[config.mk]
export PLATFORM = sky130hd
export DESIGN_NAME = operand_entry_flat
export DESIGN_NICKNAME = d
export VERILOG_FILES = /design/src/rtl/operand_entry_pkg.sv /design/src/rtl/operand_entry_if.sv /design/src/rtl/operand_entry_dec_mac10.sv /design/src/rtl/operand_entry.sv /design/src/flat_wrapper.sv
export SDC_FILE = /design/constraint.sdc
export NUM_CORES = 1
export LEC_CHECK = 0
export CORE_MARGIN = 3
export CORE_UTILIZATION = 57
export CTS_BUF_LIST = sky130_fd_sc_hd__clkbuf_8 sky130_fd_sc_hd__clkbuf_16
export DETAILED_ROUTE_END_ITERATION = 6
export DONT_BUFFER_PORTS = 1
export HOLD_SLACK_MARGIN = 0.06
export PLACE_DENSITY = 0.72
export REMOVE_ABC_BUFFERS = 1
export SYNTH_ARGS = -nofsm -noshare
export SYNTH_HDL_FRONTEND = slang
export SYNTH_HIERARCHICAL = 1
export SYNTH_SLANG_ARGS = --single-unit
[constraint.sdc]
create_clock -name clk -period 7.7 [get_ports clk]
set_input_delay 1.54 -clock clk [delete_from_list [all_inputs] [get_ports clk]]
set_output_delay 1.54 -clock clk [all_outputs]
set_load 0.01 [all_outputs]
[src/rtl/operand_entry_pkg.sv]
// Shared key codes, FSM states and sizing helpers for the serial decimal operand-entry engine.
package operand_entry_pkg;

   localparam logic [3:0] KEY_ENTER = 4'd10;
   localparam logic [3:0] KEY_CLEAR = 4'd11;
   localparam logic [3:0] KEY_SIGN  = 4'd12;

   typedef enum logic [1:0] {
      ENTRY,
      UPDATE,
      DONE
   } state_e;

   // Width of the operand index; never narrower than one bit.
   function automatic int unsigned idx_w(input int unsigned n);
      return (n > 1) ? $clog2(n) : 1;
   endfunction

endpackage

[src/rtl/operand_entry_if.sv]
// Keypad-in / operand-set-out handshake bundle for operand_entry.
interface operand_entry_if
   import operand_entry_pkg::*;
#(
   parameter int unsigned NUM_OPS = 2,
   parameter int unsigned W       = 8
);
   localparam int unsigned IW = idx_w(NUM_OPS);

   logic                 key_valid;
   logic [3:0]           key_code;
   logic                 key_ready;
   logic                 op_valid;
   logic                 op_ready;
   logic [NUM_OPS*W-1:0] ops;
   logic [IW-1:0]        op_idx;
   logic                 digit_ovf;

   modport master (
      output key_valid, key_code, op_ready,
      input  key_ready, op_valid, ops, op_idx, digit_ovf
   );

   modport slave (
      input  key_valid, key_code, op_ready,
      output key_ready, op_valid, ops, op_idx, digit_ovf
   );
endinterface

[src/rtl/operand_entry_dec_mac10.sv]
// Combinational decimal accumulate acc*10 + digit via shift-add, truncated to W bits.
module dec_mac10 #(
   parameter int unsigned W = 8
) (
   input  logic [W-1:0] acc,
   input  logic [3:0]   digit,
   output logic [W-1:0] res
);
   // Sum formed in W+4 bits; the parent's width check guarantees no loss on truncation.
   assign res = W'(({4'b0000, acc} << 3) + ({4'b0000, acc} << 1) + {{W{1'b0}}, digit});
endmodule

[src/rtl/operand_entry.sv]
// Serial keypad operand builder with valid/ready hand-off of NUM_OPS operands.
// Optional macro OPERAND_ENTRY_SIGN_EN enables per-operand sign toggling with key 12.
module operand_entry
   import operand_entry_pkg::*;
#(
   parameter int unsigned NUM_OPS = 2,
   parameter int unsigned DIGITS  = 2,
   parameter int unsigned W       = 8
) (
   input  logic            clk,
   input  logic            rst,
   operand_entry_if.slave  bus
);
   localparam int unsigned CW = $clog2(DIGITS + 1);
   localparam int unsigned IW = idx_w(NUM_OPS);
`ifdef OPERAND_ENTRY_SIGN_EN
   localparam int unsigned SGN = 1;
`else
   localparam int unsigned SGN = 0;
`endif

   if (W < $clog2(10**DIGITS) + SGN) begin : g_width_chk
      $error("operand_entry: W too small for DIGITS");
   end

   state_e        state;
   logic [W-1:0]  opr [NUM_OPS];
   logic [CW-1:0] cnt;
   logic [IW-1:0] idx;
   logic [3:0]    digit;
   logic          ovf;
   logic          krdy;
   logic          ovld;
   logic [W-1:0]  mac;
   logic          clr_c;
`ifdef OPERAND_ENTRY_SIGN_EN
   logic [NUM_OPS-1:0] sgn;
`endif

   dec_mac10 #(.W(W)) u_mac (
      .acc   (opr[idx]),
      .digit (digit),
      .res   (mac)
   );

   // Operand-set wipe: explicit CLEAR key or completed hand-off.
   assign clr_c = (state == ENTRY && bus.key_valid && bus.key_code == KEY_CLEAR) ||
                  (state == DONE && bus.op_ready);

   always_ff @(posedge clk) begin
      if (rst) begin
         state <= ENTRY;
         for (int k = 0; k < NUM_OPS; k++) opr[k] <= '0;
         cnt   <= '0;
         idx   <= '0;
         digit <= '0;
         ovf   <= 1'b0;
         krdy  <= 1'b1;
         ovld  <= 1'b0;
`ifdef OPERAND_ENTRY_SIGN_EN
         sgn   <= '0;
`endif
      end else begin
         case (state)
            ENTRY: begin
               if (bus.key_valid) begin
                  if (bus.key_code < KEY_ENTER) begin
                     if (cnt == CW'(DIGITS)) begin
                        ovf <= 1'b1;
                     end else begin
                        digit <= bus.key_code;
                        state <= UPDATE;
                        krdy  <= 1'b0;
                     end
                  end else if (bus.key_code == KEY_ENTER) begin
                     cnt <= '0;
                     if (idx == IW'(NUM_OPS - 1)) begin
                        state <= DONE;
                        krdy  <= 1'b0;
                        ovld  <= 1'b1;
`ifdef OPERAND_ENTRY_SIGN_EN
                        for (int k = 0; k < NUM_OPS; k++)
                           if (sgn[k]) opr[k] <= -opr[k];
`endif
                     end else begin
                        idx <= idx + IW'(1);
                     end
`ifdef OPERAND_ENTRY_SIGN_EN
                  end else if (bus.key_code == KEY_SIGN) begin
                     sgn[idx] <= ~sgn[idx];
`endif
                  end
               end
            end
            UPDATE: begin
               opr[idx] <= mac;
               cnt      <= cnt + CW'(1);
               state    <= ENTRY;
               krdy     <= 1'b1;
            end
            DONE: begin
               if (bus.op_ready) begin
                  state <= ENTRY;
                  krdy  <= 1'b1;
                  ovld  <= 1'b0;
               end
            end
            default: begin
               state <= ENTRY;
               krdy  <= 1'b1;
               ovld  <= 1'b0;
            end
         endcase

         if (clr_c) begin
            for (int k = 0; k < NUM_OPS; k++) opr[k] <= '0;
            cnt <= '0;
            idx <= '0;
            ovf <= 1'b0;
`ifdef OPERAND_ENTRY_SIGN_EN
            sgn <= '0;
`endif
         end
      end
   end

   for (genvar k = 0; k < NUM_OPS; k++) begin : g_ops
      assign bus.ops[k*W +: W] = opr[k];
   end

   assign bus.key_ready = krdy;
   assign bus.op_valid  = ovld;
   assign bus.op_idx    = idx;
   assign bus.digit_ovf = ovf;

endmodule

[src/flat_wrapper.sv]
// flat-port wrapper written by rule: the top's interface ports become plain ports
module operand_entry_flat import operand_entry_pkg::*;
#(
   parameter int unsigned NUM_OPS = 2,
   parameter int unsigned DIGITS  = 2,
   parameter int unsigned W       = 8
)
  (clk, rst, bus_key_valid, bus_key_code, bus_op_ready, bus_key_ready, bus_op_valid, bus_ops, bus_op_idx, bus_digit_ovf);
  operand_entry_if #(.NUM_OPS(NUM_OPS), .W(W)) bus_i ();
  input  logic clk;
  input  logic rst;
  input wire logic [$bits(bus_i.key_valid)-1:0] bus_key_valid;
  input wire logic [$bits(bus_i.key_code)-1:0] bus_key_code;
  input wire logic [$bits(bus_i.op_ready)-1:0] bus_op_ready;
  output wire logic [$bits(bus_i.key_ready)-1:0] bus_key_ready;
  output wire logic [$bits(bus_i.op_valid)-1:0] bus_op_valid;
  output wire logic [$bits(bus_i.ops)-1:0] bus_ops;
  output wire logic [$bits(bus_i.op_idx)-1:0] bus_op_idx;
  output wire logic [$bits(bus_i.digit_ovf)-1:0] bus_digit_ovf;
  assign bus_i.key_valid = bus_key_valid;
  assign bus_i.key_code = bus_key_code;
  assign bus_i.op_ready = bus_op_ready;
  assign bus_key_ready = bus_i.key_ready;
  assign bus_op_valid = bus_i.op_valid;
  assign bus_ops = bus_i.ops;
  assign bus_op_idx = bus_i.op_idx;
  assign bus_digit_ovf = bus_i.digit_ovf;
  operand_entry #(.NUM_OPS(NUM_OPS), .DIGITS(DIGITS), .W(W)) u_core (.clk(clk), .rst(rst), .bus(bus_i));
endmodule
==> results.cfg <==
[outcome]
status = completed

[grt]
grt_max_degree = 17
grt_pass1_wl_um = 5420
grt_busiest_layer = met2
met3_usage_pct = 7.66
grt_usage_pct = 21.2
gr-total-overflow = 0
use_met2_pct = 37.9
grt_pass1_vias = 1114
antenna_found_initial = 0
grt_use_met1_pct = 22.3

[pwr]
power.density_mw_per_mm2 = 207
leakage_nw = 0.728
peakVddDrop_v = 0.000123

[floorplan]
die_h_um = 60.9
io_pins = 28
design.core.area_mm2 = 0.00281
fp-row-count = 19
die_w_um = 60.9
initial_core_util_pct = 61.3
die_area_mm2 = 0.00371

[yosys]
synth_cells = 146
netlist_area_mm2 = 0.00172
syn_area_per_cell_um2 = 11.8
yosysWarnings = 6

[route]
routedWlPerCell_um = 18.0
vias = 1081
drt-initial-drc-count = 41
wl_um = 3240
viasPerCell = 6.01
firstDrtPassIters = 4
postRouteAntennaNets = 0
route.detailed.drc = 0

[cells_and_area]
drive_above_1_share_pct = 16.8
final_nets = 169
syn_to_final_growth_pct = 6.25
final_area_mm2 = 0.00183
fin_util_pct = 65.2
diodes = 0
layout.cells.non_filler = 180

[critical_path]
critPathLaunchType = register
cp_num_buf_inv = 2
path_cells = mux2_2, inv_1, fa_1, inv_1, ha_1, a211oi_2, o21bai_1, a21oi_2, xnor2_1, and2_1
crit_top_cell = inv_1
crit_type = register to register
cp_slowest_cell = dfxtp_1
arrival_ps = 2800
crit_fanout = 7
end_kind = register
cp_top_family = adder cells
worst_ep_required_time_ps = 7730
slowest_delay_ps = 510

[timing]
worst_pin_slew_ps = 561
fin_setup_tns_ps = 0
report.final.slew_viol_count = 0
fin_crit_sh_pct = 35.9
hold_violations = 0
setup_slack_ps = 4930
setup_viol = 0
period_needed_ps = 2770
clock_skew_ps = 4.09
fmax_ghz = 0.361
rsz0062_at_grt = false
relSlewSlack_pct = 62.5

[clock_network]
clk_pin_slew_ps = 60
cts_tree = built
ctsHoldBuffers = 0
postCtsSetupBuffers = 0
clock-sinks = 29
clk_path_buf_depth = 2
cts_buffers = 5
postCtsResizedCells = 0
cts_root_buf = clkbuf_8
clk_latency_ps = 280
htree_levels = 2

[placement]
dp_hpwl_um = 2440
placed_cell_area_mm2 = 0.00172
dp.cells = 172
place_congestion = 0.895
post-place-ws_ps = 4850
portBuffers = 0

[job]
max-cap-violations = 0

[min_path]
hold_path.class = register to register
## worst reg2reg max path, delay by kind of cell, from the launching register on
family                   cells  cell delay (ps)
AO/OA/AOI/OAI                3              490
flip-flops                   1              510
XOR/XNOR                     1               80
multiplexers                 1              400
buffers and inverters        2              180
AND/OR/NAND/NOR              1              140
adder cells (fa/ha/maj)      2              730
## area by class of cell
cell class	instances	area, µm²
Inverter	12	45.0
Fill cell	224	977
Sequential cell	29	741
Multi-Input combinational cell	100	897
Tap cell	31	38.8
Clock buffer	5	68.8
Clock inverter	3	37.5
## flip-flops by register name (all words and copies together) (netlist names), named ones only
register,count
u_core/bus.digit_ovf,1
u_core/bus.key_ready,1
u_core/bus.op_idx,1
u_core/bus.op_valid,1
u_core/cnt,2
u_core/digit,4
u_core/opr,16
u_core/state,2
## per-stage QoR
step                      hold slack [ps]  total power, mW
after global placement                464            0.228
after floorplan                       448            0.219
final                                 490            0.378
after detailed placement              475            0.230
after global routing                  513            0.395
after CTS                             491            0.382
## worst paths after layout
check                          startpoint                              to  slack (ps)  depth (start not counted)
max                              register  u_core/opr[0][7]$_SDFFCE_PN0P_        4930                         10
min          u_core/digit[0]$_SDFFE_PP0P_    u_core/digit[0]$_SDFFE_PP0P_         490                          2
max reg2reg                      register  u_core/opr[0][7]$_SDFFCE_PN0P_        4930                         10
min reg2reg  u_core/digit[0]$_SDFFE_PP0P_    u_core/digit[0]$_SDFFE_PP0P_         490                          2
## routing by layer
| layer | vias to the layer above | part of all wire, % |
|---|---|---|
| met5 | - | 0 |
| met4 | 0 | 1.7 |
| met3 | 6 | 6.5 |
| met2 | 39 | 53 |
| met1 | 518 | 38 |
| li1 | 518 | - |
## power by group
part	switching (mW)	total (mW)	leakage (nW)	internal (mW)
clock network	0.0567	0.151	0.0570	0.0940
registers	0.00820	0.179	0.272	0.171
logic	0.0252	0.0480	0.399	0.0228
total	0.0900	0.378	0.728	0.288
## cells in the final DEF (no fill, tap or decap), drive strengths merged, types with 2 or more instances in the layout
cell type	count
a211oi	4
a21o	2
a21oi	4
and2	16
and3b	3
clkbuf	5
dfxtp	13
edfxtp	16
fa	2
ha	11
inv	13
mux2	7
mux2i	4
nand2	2
nand2b	12
nor3b	3
o21a	4
o21ai	3
xnor2	6
No activity file was read; power rests on OpenSTA's default activity.
